**config.mk**
```make
export PLATFORM = sky130hd
export DESIGN_NAME = npcg_toggle_bnc_p_read_flat
export DESIGN_NICKNAME = d
export VERILOG_FILES = /design/src/rtl/npcg_toggle_bnc_p_read_if.sv /design/src/rtl/npcg_toggle_bnc_p_read.sv /design/src/flat_wrapper.sv
export SDC_FILE = /design/constraint.sdc
export NUM_CORES = 1
export LEC_CHECK = 0
export ABC_AREA = 1
export BUFFER_PORTS_ARGS = -buffer_cell sky130_fd_sc_hd__buf_2
export CAP_MARGIN = 40
export CELL_PAD_IN_SITES_DETAIL_PLACEMENT = 2
export CELL_PAD_IN_SITES_GLOBAL_PLACEMENT = 2
export CORE_ASPECT_RATIO = 1.1
export CORE_MARGIN = 2
export CORE_UTILIZATION = 26
export CTS_CLUSTER_SIZE = 24
export DETAILED_ROUTE_END_ITERATION = 12
export PLACE_DENSITY = 0.87
export SYNTH_ARGS = -nofsm -noshare
export SYNTH_HDL_FRONTEND = slang
export SYNTH_SLANG_ARGS = --single-unit
```
**constraint.sdc**
```tcl
create_clock -name iSystemClock -period 4.5 [get_ports iSystemClock]
set_input_delay 0.45 -clock iSystemClock [delete_from_list [all_inputs] [get_ports iSystemClock]]
set_output_delay 0.45 -clock iSystemClock [all_outputs]
set_load 0.02 [all_outputs]
```
**src/rtl/npcg_toggle_bnc_p_read_if.sv**
```systemverilog
// Purpose: bundles the dispatcher command port, the primitive-manager (PM)
//          port and the read-data stream of the BNC page-read sequencer.
// Ports:   slave  - sequencer view (takes commands, drives PM, forwards data)
//          master - environment view (dispatcher + PM + requester)
interface npcg_toggle_bnc_p_read_if #(
  parameter int NumberOfWays = 4
) ();
  // dispatcher command
  logic [5:0]              iOpcode;
  logic [4:0]              iTargetID;
  logic [4:0]              iSourceID;
  logic [15:0]             iLength;
  logic                    iCMDValid;
  logic                    oCMDReady;
  logic [NumberOfWays-1:0] iWaySelect;
  logic [15:0]             iColAddress;
  logic [23:0]             iRowAddress;
  logic                    oStart;
  logic                    oLastStep;
  // primitive manager
  logic [7:0]              iPM_Ready;
  logic [7:0]              iPM_LastStep;
  logic [7:0]              oPM_PCommand;
  logic [2:0]              oPM_PCommandOption;
  logic [NumberOfWays-1:0] oPM_TargetWay;
  logic [15:0]             oPM_NumOfData;
  logic                    oPM_CASelect;
  logic [7:0]              oPM_CAData;
  // read stream
  logic [31:0]             iPM_ReadData;
  logic                    iPM_ReadLast;
  logic                    iPM_ReadValid;
  logic                    oPM_ReadReady;
  logic [31:0]             oReadData;
  logic                    oReadLast;
  logic                    oReadValid;
  logic                    iReadReady;

  modport slave (
    input  iOpcode, iTargetID, iSourceID, iLength, iCMDValid, iWaySelect,
           iColAddress, iRowAddress, iPM_Ready, iPM_LastStep,
           iPM_ReadData, iPM_ReadLast, iPM_ReadValid, iReadReady,
    output oCMDReady, oStart, oLastStep, oPM_PCommand, oPM_PCommandOption,
           oPM_TargetWay, oPM_NumOfData, oPM_CASelect, oPM_CAData,
           oPM_ReadReady, oReadData, oReadLast, oReadValid
  );

  modport master (
    output iOpcode, iTargetID, iSourceID, iLength, iCMDValid, iWaySelect,
           iColAddress, iRowAddress, iPM_Ready, iPM_LastStep,
           iPM_ReadData, iPM_ReadLast, iPM_ReadValid, iReadReady,
    input  oCMDReady, oStart, oLastStep, oPM_PCommand, oPM_PCommandOption,
           oPM_TargetWay, oPM_NumOfData, oPM_CASelect, oPM_CAData,
           oPM_ReadReady, oReadData, oReadLast, oReadValid
  );
endinterface

```
**src/rtl/npcg_toggle_bnc_p_read.sv**
```systemverilog
// Purpose: NAND page-read sequencer. Takes one read command and drives the
//          primitive manager through page load (00h/addr/30h, tWB) and data
//          out (05h/col/E0h, tWHR, DDR data-in). Read data is a pure
//          combinational pass-through from PM to requester.
// Ports:   iSystemClock - clock, all state on rising edge
//          iReset_n     - asynchronous active-low reset
//          bus          - command, PM and read-stream signals (slave view)
//
// state      | meaning
// -----------+-------------------------------------------------------------
// S_IDLE     | ready for a command
// S_CAL0     | CAL trigger for page-load bytes, wait PM ready
// S_PSEL     | page-select prefix command byte (A2h or 0xh)
// S_CMD00    | 00h
// S_A0..S_A4 | col[7:0], col[15:8], row[7:0], row[15:8], row[23:16]
// S_CMD30    | 30h, or 32h for multi-plane
// S_TWB      | tWB timer trigger, wait CAL done
// S_CAL1     | CAL trigger for data-out bytes
// S_CMD05    | 05h
// S_C0, S_C1 | col[7:0], col[15:8]
// S_CMDE0    | E0h
// S_TWHR     | tWHR timer trigger, wait CAL done
// S_DI       | DDR data-in trigger, wait timer done
// S_DONE_TMR | wait timer done, then completion pulse
// S_DONE_DI  | wait data-in done, then completion pulse
module npcg_toggle_bnc_p_read #(
  parameter int NumberOfWays = 4
) (
  input logic                   iSystemClock,
  input logic                   iReset_n,
  npcg_toggle_bnc_p_read_if.slave bus
);

  typedef enum logic [4:0] {
    S_IDLE, S_CAL0, S_PSEL, S_CMD00, S_A0, S_A1, S_A2, S_A3, S_A4, S_CMD30,
    S_TWB, S_CAL1, S_CMD05, S_C0, S_C1, S_CMDE0, S_TWHR, S_DI,
    S_DONE_TMR, S_DONE_DI
  } state_e;

  state_e                  state_q, state_d;
  logic [1:0]              op_q;     // [1] skip page load, [0] skip data out
  logic [3:0]              src_q;    // {multi-plane, page-sel[1:0], page-option}
  logic [NumberOfWays-1:0] way_q;
  logic [15:0]             col_q;
  logic [23:0]             row_q;
  logic [15:0]             len_q;

  logic trigger, accept, psel, pm_all_ready;

  assign trigger = bus.iCMDValid && (bus.iTargetID == 5'b00101) &&
                   (bus.iOpcode[5:3] == 3'b010) && (bus.iOpcode[1:0] != 2'b11);
  assign accept       = (state_q == S_IDLE) && trigger;
  assign psel         = (src_q[2:1] != 2'b00) || src_q[0];
  assign pm_all_ready = (bus.iPM_Ready[6:0] == 7'h7F);

  logic unused_bits;
  assign unused_bits = ^{bus.iOpcode[2], bus.iSourceID[4], bus.iPM_Ready[7],
                         bus.iPM_LastStep[7:4]};

  always_ff @(posedge iSystemClock or negedge iReset_n) begin
    if (!iReset_n) begin
      state_q <= S_IDLE;
      op_q    <= '0;
      src_q   <= '0;
      way_q   <= '0;
      col_q   <= '0;
      row_q   <= '0;
      len_q   <= '0;
    end else begin
      state_q <= state_d;
      if (accept) begin
        op_q  <= bus.iOpcode[1:0];
        src_q <= bus.iSourceID[3:0];
        way_q <= bus.iWaySelect;
        col_q <= bus.iColAddress;
        row_q <= bus.iRowAddress;
        len_q <= bus.iLength;
      end
    end
  end

  always_comb begin
    state_d                = state_q;
    bus.oPM_PCommand       = 8'h00;
    bus.oPM_PCommandOption = 3'b000;
    bus.oPM_NumOfData      = 16'd0;
    bus.oPM_CASelect       = 1'b0;
    bus.oPM_CAData         = 8'h00;
    bus.oLastStep          = 1'b0;
    unique case (state_q)
      S_IDLE: if (trigger) state_d = bus.iOpcode[1] ? S_CAL1 : S_CAL0;
      S_CAL0: begin
        bus.oPM_PCommand  = 8'h08;
        bus.oPM_NumOfData = psel ? 16'd6 : 16'd5;
        if (pm_all_ready) state_d = psel ? S_PSEL : S_CMD00;
      end
      S_PSEL: begin
        bus.oPM_CAData = (src_q[2:1] == 2'b00) ? 8'hA2 : {6'b0, src_q[2:1]};
        state_d        = S_CMD00;
      end
      S_CMD00: state_d = S_A0;
      S_A0: begin bus.oPM_CASelect = 1'b1; bus.oPM_CAData = col_q[7:0];   state_d = S_A1; end
      S_A1: begin bus.oPM_CASelect = 1'b1; bus.oPM_CAData = col_q[15:8];  state_d = S_A2; end
      S_A2: begin bus.oPM_CASelect = 1'b1; bus.oPM_CAData = row_q[7:0];   state_d = S_A3; end
      S_A3: begin bus.oPM_CASelect = 1'b1; bus.oPM_CAData = row_q[15:8];  state_d = S_A4; end
      S_A4: begin bus.oPM_CASelect = 1'b1; bus.oPM_CAData = row_q[23:16]; state_d = S_CMD30; end
      S_CMD30: begin
        bus.oPM_CAData = src_q[3] ? 8'h32 : 8'h30;
        state_d        = S_TWB;
      end
      // Timer is launched while the CAL primitive drains; leave on CAL done.
      S_TWB: begin
        bus.oPM_PCommand       = 8'h01;
        bus.oPM_PCommandOption = 3'b110;
        bus.oPM_NumOfData      = 16'd10;
        if (bus.iPM_LastStep[3]) state_d = op_q[0] ? S_DONE_TMR : S_CAL1;
      end
      // After a page load the tWB timer must expire; otherwise PM must be idle.
      S_CAL1: begin
        bus.oPM_PCommand  = 8'h08;
        bus.oPM_NumOfData = 16'd3;
        if (op_q[1] ? pm_all_ready : bus.iPM_LastStep[0]) state_d = S_CMD05;
      end
      S_CMD05: begin bus.oPM_CAData = 8'h05; state_d = S_C0; end
      S_C0: begin bus.oPM_CASelect = 1'b1; bus.oPM_CAData = col_q[7:0];  state_d = S_C1; end
      S_C1: begin bus.oPM_CASelect = 1'b1; bus.oPM_CAData = col_q[15:8]; state_d = S_CMDE0; end
      S_CMDE0: begin bus.oPM_CAData = 8'hE0; state_d = S_TWHR; end
      S_TWHR: begin
        bus.oPM_PCommand       = 8'h01;
        bus.oPM_PCommandOption = 3'b111;
        bus.oPM_NumOfData      = 16'd11;
        if (bus.iPM_LastStep[3]) state_d = S_DI;
      end
      S_DI: begin
        bus.oPM_PCommand       = 8'h02;
        bus.oPM_PCommandOption = 3'b001;
        bus.oPM_NumOfData      = len_q;
        if (bus.iPM_LastStep[0]) state_d = S_DONE_DI;
      end
      S_DONE_TMR: if (bus.iPM_LastStep[0]) begin
        bus.oLastStep = 1'b1;
        state_d       = S_IDLE;
      end
      S_DONE_DI: if (bus.iPM_LastStep[1]) begin
        bus.oLastStep = 1'b1;
        state_d       = S_IDLE;
      end
      default: state_d = S_IDLE;
    endcase
  end

  assign bus.oCMDReady     = (state_q == S_IDLE);
  assign bus.oStart        = trigger;
  assign bus.oPM_TargetWay = way_q;

  assign bus.oPM_ReadReady = bus.iReadReady;
  assign bus.oReadData     = bus.iPM_ReadData;
  assign bus.oReadLast     = bus.iPM_ReadLast;
  assign bus.oReadValid    = bus.iPM_ReadValid;

endmodule

```
**src/flat_wrapper.sv**
```systemverilog
// flat-port wrapper written by rule: the top's interface ports become plain ports
module npcg_toggle_bnc_p_read_flat 
#(
  parameter int NumberOfWays = 4
)
  (iSystemClock, iReset_n, bus_iOpcode, bus_iTargetID, bus_iSourceID, bus_iLength, bus_iCMDValid, bus_iWaySelect, bus_iColAddress, bus_iRowAddress, bus_iPM_Ready, bus_iPM_LastStep, bus_iPM_ReadData, bus_iPM_ReadLast, bus_iPM_ReadValid, bus_iReadReady, bus_oCMDReady, bus_oStart, bus_oLastStep, bus_oPM_PCommand, bus_oPM_PCommandOption, bus_oPM_TargetWay, bus_oPM_NumOfData, bus_oPM_CASelect, bus_oPM_CAData, bus_oPM_ReadReady, bus_oReadData, bus_oReadLast, bus_oReadValid);
  npcg_toggle_bnc_p_read_if #(.NumberOfWays(NumberOfWays)) bus_i ();
  input logic iSystemClock;
  input logic iReset_n;
  input wire logic [$bits(bus_i.iOpcode)-1:0] bus_iOpcode;
  input wire logic [$bits(bus_i.iTargetID)-1:0] bus_iTargetID;
  input wire logic [$bits(bus_i.iSourceID)-1:0] bus_iSourceID;
  input wire logic [$bits(bus_i.iLength)-1:0] bus_iLength;
  input wire logic [$bits(bus_i.iCMDValid)-1:0] bus_iCMDValid;
  input wire logic [$bits(bus_i.iWaySelect)-1:0] bus_iWaySelect;
  input wire logic [$bits(bus_i.iColAddress)-1:0] bus_iColAddress;
  input wire logic [$bits(bus_i.iRowAddress)-1:0] bus_iRowAddress;
  input wire logic [$bits(bus_i.iPM_Ready)-1:0] bus_iPM_Ready;
  input wire logic [$bits(bus_i.iPM_LastStep)-1:0] bus_iPM_LastStep;
  input wire logic [$bits(bus_i.iPM_ReadData)-1:0] bus_iPM_ReadData;
  input wire logic [$bits(bus_i.iPM_ReadLast)-1:0] bus_iPM_ReadLast;
  input wire logic [$bits(bus_i.iPM_ReadValid)-1:0] bus_iPM_ReadValid;
  input wire logic [$bits(bus_i.iReadReady)-1:0] bus_iReadReady;
  output wire logic [$bits(bus_i.oCMDReady)-1:0] bus_oCMDReady;
  output wire logic [$bits(bus_i.oStart)-1:0] bus_oStart;
  output wire logic [$bits(bus_i.oLastStep)-1:0] bus_oLastStep;
  output wire logic [$bits(bus_i.oPM_PCommand)-1:0] bus_oPM_PCommand;
  output wire logic [$bits(bus_i.oPM_PCommandOption)-1:0] bus_oPM_PCommandOption;
  output wire logic [$bits(bus_i.oPM_TargetWay)-1:0] bus_oPM_TargetWay;
  output wire logic [$bits(bus_i.oPM_NumOfData)-1:0] bus_oPM_NumOfData;
  output wire logic [$bits(bus_i.oPM_CASelect)-1:0] bus_oPM_CASelect;
  output wire logic [$bits(bus_i.oPM_CAData)-1:0] bus_oPM_CAData;
  output wire logic [$bits(bus_i.oPM_ReadReady)-1:0] bus_oPM_ReadReady;
  output wire logic [$bits(bus_i.oReadData)-1:0] bus_oReadData;
  output wire logic [$bits(bus_i.oReadLast)-1:0] bus_oReadLast;
  output wire logic [$bits(bus_i.oReadValid)-1:0] bus_oReadValid;
  assign bus_i.iOpcode = bus_iOpcode;
  assign bus_i.iTargetID = bus_iTargetID;
  assign bus_i.iSourceID = bus_iSourceID;
  assign bus_i.iLength = bus_iLength;
  assign bus_i.iCMDValid = bus_iCMDValid;
  assign bus_i.iWaySelect = bus_iWaySelect;
  assign bus_i.iColAddress = bus_iColAddress;
  assign bus_i.iRowAddress = bus_iRowAddress;
  assign bus_i.iPM_Ready = bus_iPM_Ready;
  assign bus_i.iPM_LastStep = bus_iPM_LastStep;
  assign bus_i.iPM_ReadData = bus_iPM_ReadData;
  assign bus_i.iPM_ReadLast = bus_iPM_ReadLast;
  assign bus_i.iPM_ReadValid = bus_iPM_ReadValid;
  assign bus_i.iReadReady = bus_iReadReady;
  assign bus_oCMDReady = bus_i.oCMDReady;
  assign bus_oStart = bus_i.oStart;
  assign bus_oLastStep = bus_i.oLastStep;
  assign bus_oPM_PCommand = bus_i.oPM_PCommand;
  assign bus_oPM_PCommandOption = bus_i.oPM_PCommandOption;
  assign bus_oPM_TargetWay = bus_i.oPM_TargetWay;
  assign bus_oPM_NumOfData = bus_i.oPM_NumOfData;
  assign bus_oPM_CASelect = bus_i.oPM_CASelect;
  assign bus_oPM_CAData = bus_i.oPM_CAData;
  assign bus_oPM_ReadReady = bus_i.oPM_ReadReady;
  assign bus_oReadData = bus_i.oReadData;
  assign bus_oReadLast = bus_i.oReadLast;
  assign bus_oReadValid = bus_i.oReadValid;
  npcg_toggle_bnc_p_read #(.NumberOfWays(NumberOfWays)) u_core (.iSystemClock(iSystemClock), .iReset_n(iReset_n), .bus(bus_i));
endmodule
```
; ---- Yosys cells after proc, flatten, opt, wreduce, memory -nomap -nowiden
; Index checks and enable logic that the tools add are counted.
[op_classes]
muxes = 24
reduce_logical = 14
eq_ne = 31
[op_table]
columns = cell, count
row1 = $pmux W5 S20, 1
row2 = $pmux W16 S5, 1
row3 = $pmux W8 S9, 1
row4 = $mux W5, 9
row5 = $eq A5 B4 Y1 const B, 8
row6 = $eq A5 B3 Y1 const B, 5
row7 = $eq A5 B5 Y1 const B, 4
row8 = $ne A2 B2 Y1 const B, 6
row9 = $pmux W4 S3, 1
row10 = $eq A5 B2 Y1 const B, 2
row11 = $pmux W3 S3, 1
row12 = $mux W8, 1
row13 = $reduce_and A8 Y1, 1
row14 = $reduce_or A2 Y1, 4
row15 = $eq A7 B7 Y1 const B, 1
row16 = $reduce_or A7 Y1, 1
row17 = $ne A2 B1 Y1 const B, 3
row18 = $eq A5 B1 Y1 const B, 1
row19 = $logic_not A5 Y1, 1
row20 = $mux W1, 5
row21 = $logic_and A1 B1 Y1, 4
row22 = $mux W2, 2
row23 = $mux W4, 1
row24 = $eq A3 B2 Y1 const B, 1
row25 = other kinds (4), 4
[word_totals]
out_inout_bits = 78
word_cells = 76
reg_bits = 71
inputBits = 130

; ---- Depth between registers and ports, before layout
; Gate-level depths: netlist of run 1.
[logic_depth]
depth_word = 6
mapped_depth = 10
ltp_nobuf = 10

; ---- Least setup slack after synthesis of run 1
; OpenSTA, ideal clock, no wires.
[synth_path]
path_kind = reg2out
start = register u_core.state_q[3]
end = output port bus_oPM_CAData[4]
path_stages_with_launch = 8
path_slack_ns = 2.679
t_required_ns = 4.050
n_path_buf = 0
t_arrival_ns = 1.371
cell_sequence = dfrtp_1 nor2_2 inv_1 nor2_2 nand2_1 nand2_1 inv_1 nand4_1
[synth_via]
elab_chain_cells = 3
elab_cells_between_ends = 14
cone_classes = eq/ne: 11 / mux: 1 / reduce/logical: 2
[synth_lines]
columns = element, line
row1 = start: declaration, npcg_toggle_bnc_p_read.sv:40  ; state_e state_q, state_d;
row2 = start signal: assignment, npcg_toggle_bnc_p_read.sv:70  ; state_q <= state_d;
row3 = $eq A5 B3 Y1 or $eq A5 B4 Y1 (tied branches), npcg_toggle_bnc_p_read.sv:90  ; unique case (state_q)
row4 = $reduce_or A2 Y1 (no source line), --
row5 = $pmux W8 S9 *, npcg_toggle_bnc_p_read.sv:90
row6 = end: declaration, flat_wrapper.sv:32  ; output wire logic [$bits(bus_i.oPM_CAData)-1:0] bus_oPM_CAData;
; Mark *: on every way between the ends. The rest lies on a longest branch, timed or not.

; ---- Worst setup path in the final report of run 1
[layout_path]
start = register u_core.state_q[3]
end = output port bus_oPM_CAData[7]
; The elaborated chain is that of the path after synthesis.

==> flow_summary.json, run 1 <==
{
  "core-area_um2": 15700,
  "place_area_um2": 4680,
  "cp.arrival_ns": 2.28,
  "drt_wl_total_um": 12800,
  "dr.pass1.iters": 4,
  "setup_violations": 0,
  "swShare": 0.379,
  "path_max_fanout": 8,
  "path_cells": "nor2_2 -> inv_1 -> nor2_2 -> nand2_1 -> o21ai_0 -> nor2_1 -> nand4_1 -> buf_2",
  "synth_seq_cells": 71,
  "viasPerCell": 4.42,
  "syn-instance-count": 567,
  "status": "finished, final reports clean",
  "cts_root_buf": "clkbuf_16",
  "io_buffers": 124,
  "crit_required_ns": 4.05,
  "die_h_um": 137,
  "hold_violations": 0,
  "num_antenna_cells": 0,
  "combPwrFrac": 0.324,
  "cts_setup_buffers": 0,
  "rr_startpoint": "u_core.state_q[4]",
  "path_class": "reg2out",
  "wire_per_inst_um": 15.0,
  "synth-async-reset-ratio": 1.00,
  "drv_cap": 0,
  "ys.flop_type": "dfrtp_1",
  "crit_start": "u_core.state_q[3]",
  "p_per_area_nw_per_um2": 424,
  "end_kind": "primary output",
  "worstSkewPairLatency_ns": 0.34,
  "cp_slowest_cell": "dfrtp_1",
  "critical_path.max_stage_delay_ns": 0.48,
  "ys_types": 32,
  "avgSynthCellArea_um2": 7.39,
  "ios": 208,
  "cts_tree": "built",
  "gp_congestion": 0.852,
  "fin_skew_ns": 0.00758,
  "clk_path_buf_depth": 2,
  "reg2reg_to": "u_core.row_q[22]",
  "synth_edf_count": 0,
  "rr_worst_depth": 7,
  "fin_ws_ns": 1.77,
  "finalSetupTns_ns": 0,
  "grt_setup_unrepaired": "false",
  "area_growth_pct": 19.1,
  "yosysTopAreaCellShare": 0.424,
  "relSlewSlack": 0.613,
  "cts.sinks": 71,
  "overflow": 0,
  "syn_area_um2": 4190,
  "num_rows": 48,
  "htree_levels": 3,
  "drc": 0,
  "drtAntennaViolNets": 0,
  "grt_use_total": 0.159,
  "vias": 3791,
  "grt_pass1_wl_um": 21300,
  "fmax_mhz": 367,
  "synth_top_cell_by_area": "dfrtp_1",
  "num-fill-cells": 1902,
  "die_w_um": 125,
  "drtIter0Drc": 140,
  "seqPwrFrac": 0.342,
  "worst-r2r-setup-slack_ns": 2.04,
  "clkPwrFrac": 0.334,
  "dieArea_um2": 17100,
  "dp.final_hpwl_um": 9890,
  "p_sw_mw": 0.802,
  "initial_utilization": 0.266,
  "leakage_nw": 2.77,
  "grt_pass1_vias": 4153,
  "worstMarginPinSlew_ns": 0.581,
  "critical_path.endpoint": "bus_oPM_CAData[7]",
  "grt_max_degree": 57,
  "synth-seq-area-share": 0.424,
  "path_clk_slew_ns": 0.06,
  "maxSlewViolCount": 0,
  "p_int_mw": 1.31,
  "fin_area_um2": 4990,
  "synth_area_leaders": "dfrtp_1 (42%), nand2_1 (13%), inv_1 (9.5%)",
  "crit_path_start_kind": "flip-flop",
  "drive_above_1_share": 0.264,
  "crit_top_cell": "nor2_2",
  "final_nets": 783,
  "power_mw": 2.12,
  "hold_path.class": "in2reg",
  "numCtsBuffers": 9,
  "synth_warnings": 0,
  "antenna_found_initial": 0,
  "period_share": 0.606,
  "period_minus_slack_ns": 2.73,
  "pre_cts_slack_ns": 1.98,
  "ir_worst_vdd_mv": 0.152
}
[final cells by class]
cell class / instances / area, um^2 / area share
Tap cell: 200 / 250 / 0.0502
Clock inverter: 2 / 12.5 / 0.00251
Timing Repair Buffer: 128 / 676 / 0.135
Clock buffer: 14 / 284 / 0.0569
Multi-Input combinational cell: 332 / 1570 / 0.315
Sequential cell: 71 / 1780 / 0.356
Inverter: 111 / 417 / 0.0835
[metrics by stage]
stage | util | hold slack [ns] | std cells
2_1_floorplan | - | 0.154 | 571
3_3_place_gp | 0.296 | 0.465 | 840
3_5_place_dp | 0.298 | 0.342 | 841
4_1_cts | 0.317 | 0.323 | 858
5_1_grt | 0.317 | 0.336 | 858
6_report | 0.317 | 0.343 | 858
[power groups by stage]
stage               Clock (mW)  Sequential, mW  Combinational (mW)
detailed placement           0           0.736               0.688
CTS                      0.739           0.725               0.693
finish                   0.706           0.724               0.685
floorplan                    0           0.717               0.497
global placement             0           0.733               0.665
global route             0.763           0.730               0.770
[placed cells by master, fill, tap and decap left out, drive strengths merged, types with 7 or more instances in the layout]
master  count
clkbuf     14
dfrtp      71
buf       127
a21oi       9
nand2     141
nand3      25
nor2       56
inv       110
nand4       7
o21ai      75
[synth_stat cells (4+ instances only)]
cell type	number
o21ai_2	16
nor2_2	5
dfrtp_1	71
a21oi_1	9
nor2_1	49
nand2_1	141
inv_1	106
buf_6	9
nand3_1	22
clkbuf_1	6
inv_2	4
nand4_1	7
o21ai_1	50
buf_4	42
o21ai_0	8
[how the worst min path moves through the flow]
stage                             from                           to  slack (ns)  depth (start not counted)
detailed placement            iReset_n              u_core.row_q[4]        0.34                          1
floorplan                     iReset_n  u_core.bus.oPM_TargetWay[0]        0.15                          0
global route        bus_iRowAddress[0]              u_core.row_q[0]        0.34                          3
finish              bus_iRowAddress[0]              u_core.row_q[0]        0.34                          3
global placement      u_core.row_q[18]             u_core.row_q[18]        0.47                          2
CTS                     bus_iLength[8]              u_core.len_q[8]        0.32                          3
[metal layers]
metal | share of wire | track usage | wire length, um | vias up
met3 | 0.050 | 0.0371 | 636 | 16
met5 | 0 | 0 | 0 | -
li1 | - | - | - | 1860
met1 | 0.44 | 0.191 | 5620 | 1812
met2 | 0.50 | 0.281 | 6400 | 103
met4 | 0.014 | 0.0562 | 186 | 0
[what timing repair did]
action | in CTS | in global routing
hold buffers | 1 | 0
hold endpoints to repair | 15 | 0
resized for setup | 0 | 0
[cell families (layout without fill, tap and decap cells)]
kind of cell | count (synthesis) | count (layout) | synth area share
flops | 71 | 71 | 0.424
buf+inv | 168 | 255 | 0.204
other cells | 1 | 5 | 0.000895
compound gates | 90 | 90 | 0.129
simple gates | 237 | 237 | 0.242
[worst max-delay path, delay by kind of cell (launching register included)]
family / cells / cell delay (ns)
DFF: 1 / 0.48
and+or+nand+nor: 5 / 0.99
AOI/OAI and AO/OA: 1 / 0.14
buffers and inverters: 2 / 0.32
[sequential cells by signal (all words and copies together), names as in the netlist]
register	count
u_core.bus.oPM_TargetWay	4
u_core.len_q	16
u_core.op_q	2
u_core.src_q	4
u_core.state_q	5
u_core.col_q	16
u_core.row_q	24
(Power assumes the default switching activity.)
==> run 2, diff against run 1 <==
--- a/config.mk
+++ b/config.mk
@@ -12,10 +12,10 @@
 export CELL_PAD_IN_SITES_GLOBAL_PLACEMENT = 2
 export CORE_ASPECT_RATIO = 1.1
 export CORE_MARGIN = 2
-export CORE_UTILIZATION = 26
+export CORE_UTILIZATION = 24
 export CTS_CLUSTER_SIZE = 24
 export DETAILED_ROUTE_END_ITERATION = 12
-export PLACE_DENSITY = 0.87
+export PLACE_DENSITY = 0.82
 export SYNTH_ARGS = -nofsm -noshare
 export SYNTH_HDL_FRONTEND = slang
 export SYNTH_SLANG_ARGS = --single-unit
==> constraint.sdc (replaced) <==
create_clock -name iSystemClock -period 2.7 [get_ports iSystemClock]
set_input_delay 0.27 -clock iSystemClock [delete_from_list [all_inputs] [get_ports iSystemClock]]
set_output_delay 0.27 -clock iSystemClock [all_outputs]
set_load 0.02 [all_outputs]
==> run 2 against run 1 <==
Compared with the run above: via count grew 1.1%; die area grew 8.1%; combinational power is 69% higher; power up 71%; critical path depth up 1; flip-flop and latch count did not move; final cell count is 4.4% higher; critical endpoint unchanged; largest cell class unchanged.
==> flow_summary.json, run 2 (same netlist as run 1, synthesis figures left out) <==
{
  "area_growth_pct": 22.2,
  "hold_path.class": "in2reg",
  "period_minus_slack_ns": 2.42,
  "grt_use_total": 0.148,
  "grt_pass1_vias": 4089,
  "setup_violations": 0,
  "cts_tree": "built",
  "busiest_layer": "met2",
  "cts_root_buf": "clkbuf_16",
  "layout_common_cells": "nand2_1 (141), buf_2 (123), inv_1 (106)",
  "cp_slowest_cell": "dfrtp_1",
  "layoutNonFillerInstCount": 896,
  "dieArea_um2": 18500,
  "fin_skew_ns": 0.00591,
  "path_max_fanout": 8,
  "antenna_found_initial": 0,
  "die_w_um": 130,
  "num_antenna_cells": 0,
  "final_nets": 787,
  "use_met3": 0.0335,
  "final_common_cell": "nand2_1",
  "worst-r2r-setup-slack_ns": 0.79,
  "clkPwrFrac": 0.345,
  "period_share": 0.896,
  "drt_wl_total_um": 13100,
  "worstSkewPairLatency_ns": 0.34,
  "grt_max_degree": 59,
  "use_met2": 0.259,
  "critical_path.top_delay_family": "simple AND/OR/NAND/NOR gates",
  "p_int_mw": 2.26,
  "overflow": 0,
  "reg2reg_to": "u_core.bus.oPM_TargetWay[2]",
  "num_rows": 50,
  "ios": 208,
  "fmax_mhz": 413,
  "grt_pass1_wl_um": 21000,
  "num-fill-cells": 2041,
  "grtUsageMet1": 0.181,
  "clk_path_buf_depth": 2,
  "placed_cells": 879,
  "ir_worst_vdd_mv": 0.321,
  "status": "finished, final reports clean",
  "whs_path_depth": 3,
  "combPwrFrac": 0.320,
  "path_clk_slew_ns": 0.06,
  "io_buffers": 124,
  "seqPwrFrac": 0.335,
  "rr_startpoint": "u_core.state_q[4]",
  "gp_congestion": 0.805,
  "drive_above_1_share": 0.270,
  "p_sw_mw": 1.35,
  "path_cells": "inv_1 -> nor2_1 -> nand2_1 -> nor2_4 -> nand2_1 -> o21ai_0 -> nor2_1 -> nand4_1 -> buf_2",
  "power_mw": 3.61,
  "htree_levels": 3,
  "path_class": "reg2out",
  "critPathBufInv": 2,
  "dp.final_hpwl_um": 10200,
  "grt_setup_unrepaired": "false",
  "drtIter0Drc": 164,
  "viasPerCell": 4.28,
  "critical_path.max_stage_delay_ns": 0.47,
  "cts.sinks": 71,
  "maxSlewViolCount": 0,
  "drc": 0,
  "leakage_nw": 2.82,
  "end_kind": "primary output",
  "rr_worst_depth": 7,
  "core-area_um2": 17100,
  "cp.depth": 9,
  "wire_per_inst_um": 14.6,
  "cp.arrival_ns": 2.15,
  "numCtsBuffers": 9,
  "dr.pass1.iters": 4,
  "drtAntennaViolNets": 0,
  "min-delay-start": "bus_iColAddress[6]",
  "largest-register": "u_core.row_q",
  "die_h_um": 143,
  "crit_path_start_kind": "flip-flop",
  "p_per_area_nw_per_um2": 705,
  "min_delay_worst_endpoint": "u_core.col_q[6]",
  "cts_setup_buffers": 0,
  "largest_register_ffs": 24,
  "finalSetupTns_ns": 0,
  "hold_violations": 0,
  "largest_registers": "u_core.row_q: 24 flops, u_core.col_q: 16 flops, u_core.len_q: 16 flops",
  "vias": 3834,
  "drv_cap": 0,
  "initial_utilization": 0.245,
  "crit_required_ns": 2.43,
  "swShare": 0.373
}
==> run 2: cell types whose count changed in the layout (fill, tap and decap cells not counted) <==
cell / change
bufinv_16: +1
nor2_2: -1
nor2_4: +1
clkbuf_8: -1
buf_12: +3
buf_4: +1
dfrtp_2: +1
clkinv_2: +1
dfrtp_1: -1
clkinvlp_4: -1
==> run 2: layout make-up <==
type                    instances  area, um^2  share of cell area
well taps                     234         293              0.0572
clock inverters                 3        40.0             0.00782
multi-input cells             332        1580               0.308
flip-flops and latches         71        1780               0.347
clock buffers                  13         270              0.0528
inverters                     111         417              0.0814
repair buffers                132         743               0.145
==> run 2: worst max path at each step <==
| stage | end | start |
|---|---|---|
| floorplan | bus_oPM_CAData[4] | u_core.state_q[3] |
| global placement | bus_oPM_CAData[7] | u_core.state_q[1] |
| detailed placement | bus_oPM_CAData[7] | u_core.state_q[1] |
| CTS | bus_oPM_CAData[7] | u_core.state_q[1] |
| global route | bus_oPM_CAData[7] | u_core.state_q[1] |
| finish | bus_oPM_CAData[7] | u_core.state_q[1] |
==> run 2: per-stage QoR <==
stage / setup WS [ns] / hold WS [ns] / util / cell area [um^2]
final: 0.282 / 0.160 / 0.300 / 5120
after global routing: 0.0506 / 0.157 / 0.300 / 5120
after CTS: 0.113 / 0.147 / 0.299 / 5110
after detailed placement: 0.525 / 0.141 / 0.281 / 4790
after global placement: 0.584 / 0.466 / 0.279 / 4760
after floorplan: 1.06 / -0.0256 / - / 4210
==> run 2: power groups by stage <==
stage | Sequential, mW | Clock, mW | Combinational, mW
final | 1.21 | 1.24 | 1.16
after global routing | 1.22 | 1.33 | 1.30
after CTS | 1.21 | 1.29 | 1.17
after detailed placement | 1.23 | 0 | 1.16
after global placement | 1.22 | 0 | 1.12
after floorplan | 1.19 | 0 | 0.828
==> run 2: worst register-to-register path, delay by kind of cell, from the launching register on <==
| kind | cells | cell delay, ns |
|---|---|---|
| buffers and inverters | 2 | 0.52 |
| flip-flops | 1 | 0.49 |
| AO/OA/AOI/OAI | 1 | 0.06 |
| AND/OR/NAND/NOR | 4 | 0.72 |
==> run 2: repair_timing <==
item                       4_1_cts  5_1_grt
hold buffers                     1        0
hold endpoints to repair        13        0
setup endpoints to repair        0        7
gates resized for setup          0        2
==> run 2: layer usage <==
metal  share of wire  routed length (um)
met1            0.44                5700
met2            0.50                6540
met3           0.051                 661
met4           0.012                 154
met5               0                   0
==> run 3, diff against run 2 <==
--- a/config.mk
+++ b/config.mk
@@ -16,6 +16,7 @@
 export CTS_CLUSTER_SIZE = 24
 export DETAILED_ROUTE_END_ITERATION = 12
 export PLACE_DENSITY = 0.82
+export REMOVE_ABC_BUFFERS = 1
 export SYNTH_ARGS = -nofsm -noshare
 export SYNTH_HDL_FRONTEND = slang
 export SYNTH_SLANG_ARGS = --single-unit
==> run 3 against run 2 <==
Compared with the run above: core utilization shrank 0.31 points; global-route usage is 1.3 points higher; combinational power about the same; clock skew hardly changed; register-to-register slack got worse by 0.08 ns; clock power decreased by 3%; power decreased by 0.81%; clock-buffer cell count down 2; flip-flop and latch count unchanged; sequential power about the same; setup slack worse by 0.11 ns; final cell count shrank 0.22%; critical endpoint unchanged; largest cell class unchanged; largest power group is now registers.
==> flow_summary.json, run 3 (same netlist as run 1, synthesis figures left out) <==
{
  "final_nets": 785,
  "regArea_um2": 1780,
  "drtAntennaViolNets": 0,
  "end_kind": "primary output",
  "largest_register_ffs": 24,
  "crit_path_start_kind": "flip-flop",
  "hold_violations": 0,
  "crit_required_ns": 2.43,
  "multi_input_area_um2": 1570,
  "cp.arrival_ns": 2.26,
  "hold_path.class": "in2reg",
  "layoutNonFillerInstCount": 894,
  "htree_levels": 3,
  "grt_setup_unrepaired": "false",
  "grt_use_total": 0.162,
  "fin_area_um2": 5070,
  "period_minus_slack_ns": 2.53,
  "fmax_mhz": 396,
  "status": "finished, final reports clean",
  "die_h_um": 143,
  "path_max_fanout": 8,
  "initial_utilization": 0.245,
  "cts_root_buf": "clkbuf_16",
  "grt_max_degree": 75,
  "maxSlewViolCount": 0,
  "worstSkewPairLatency_ns": 0.34,
  "grt_pass1_wl_um": 22500,
  "path_class": "reg2out",
  "antenna_found_initial": 0,
  "final_common_cell": "nand2_1",
  "period_share": 0.935,
  "worstMarginPinSlew_ns": 0.504,
  "setup_violations": 0,
  "cts_hold_buffers": 1,
  "dieArea_um2": 18500,
  "wire_per_inst_um": 16.4,
  "ios": 208,
  "drive_above_1_share": 0.265,
  "utilization": 0.297,
  "overflow": 0,
  "leakage_nw": 2.79,
  "num_antenna_cells": 0,
  "largest-register": "u_core.row_q",
  "drtIter0Drc": 110,
  "relSlewSlack": 0.664,
  "ctsResizeCount": 0,
  "dp.final_hpwl_um": 11400,
  "p_per_area_nw_per_um2": 706,
  "viasPerCell": 4.29,
  "ir_worst_vdd_mv": 0.265,
  "fin_skew_ns": 0.00570,
  "placed_cells": 877,
  "dr.pass1.iters": 4,
  "die_w_um": 130,
  "finalSetupTns_ns": 0,
  "cts_setup_buffers": 0,
  "gp_congestion": 0.804,
  "num_rows": 50,
  "largest_registers": "u_core.row_q: 24 flops, u_core.col_q: 16 flops, u_core.len_q: 16 flops",
  "vias": 3831,
  "drc": 0,
  "drt_wl_total_um": 14700,
  "place_area_um2": 4760,
  "grt_pass1_vias": 4138,
  "cts_tree": "built",
  "holdWs_ns": 0.157,
  "numCtsBuffers": 9,
  "core-area_um2": 17100,
  "clk_path_buf_depth": 2,
  "drv_cap": 0,
  "layout_common_cells": "nand2_1 (141), buf_2 (123), inv_1 (106)",
  "path_clk_slew_ns": 0.06,
  "area_growth_pct": 20.9,
  "io_buffers": 124,
  "cts.sinks": 71,
  "num-fill-cells": 2034
}
[run 3: path summary, 6_finish.rpt]
kind	startpoint	end	slack, ns	cells after the start
max in group asynchronous	iReset_n	u_core.row_q[8]	1.79	3
min in group asynchronous	iReset_n	u_core.col_q[11]	0.32	2
max	u_core.state_q[1]	bus_oPM_CAData[7]	0.17	9
min	bus_iRowAddress[11]	u_core.row_q[11]	0.16	3
min reg2reg	u_core.row_q[20]	u_core.row_q[20]	0.49	2
max reg2reg	u_core.state_q[4]	u_core.row_q[9]	0.71	7
[run 3: per-layer routing]
layer | vias to the layer above | global-route usage | share of wire
met1 | 1809 | 0.196 | 0.42
met4 | 2 | 0.0481 | 0.014
li1 | 1862 | - | -
met5 | - | 0.0196 | 0.0029
met3 | 18 | 0.0774 | 0.10
met2 | 140 | 0.252 | 0.46
[run 3: critical path: stages (launching register included)]
cell     delay (ns)
dfrtp_1        0.47
inv_1          0.11
nor2_1         0.27
nand2_1        0.11
nor2_2         0.37
nand2_1        0.09
o21ai_0        0.15
nor2_1         0.08
nand4_1        0.09
buf_2          0.17
[run 3: per-stage QoR]
| step | setup WS (ns) | power (mW) |
|---|---|---|
| floorplan | 0.424 | 1.93 |
| detailed placement | 0.532 | 2.41 |
| CTS | 0.143 | 3.63 |
| finish | 0.175 | 3.58 |
| global route | 0.00331 | 3.80 |
| global placement | 0.592 | 2.37 |
[run 3: power by group]
group | internal, mW | leakage [nW] | switching [mW] | total (mW)
logic | 0.357 | 1.67 | 0.822 | 1.18
clock network | 0.716 | 0.136 | 0.485 | 1.20
registers | 1.12 | 0.985 | 0.0762 | 1.20
[run 3: cell type report]
cell class                 instances  area share
sequential                        71       0.351
multi-input combinational        332       0.310
timing repair buffer             130       0.141
inverter                         111      0.0822
tap                              234      0.0578
clock buffer                      11      0.0459
clock inverter                     5      0.0116
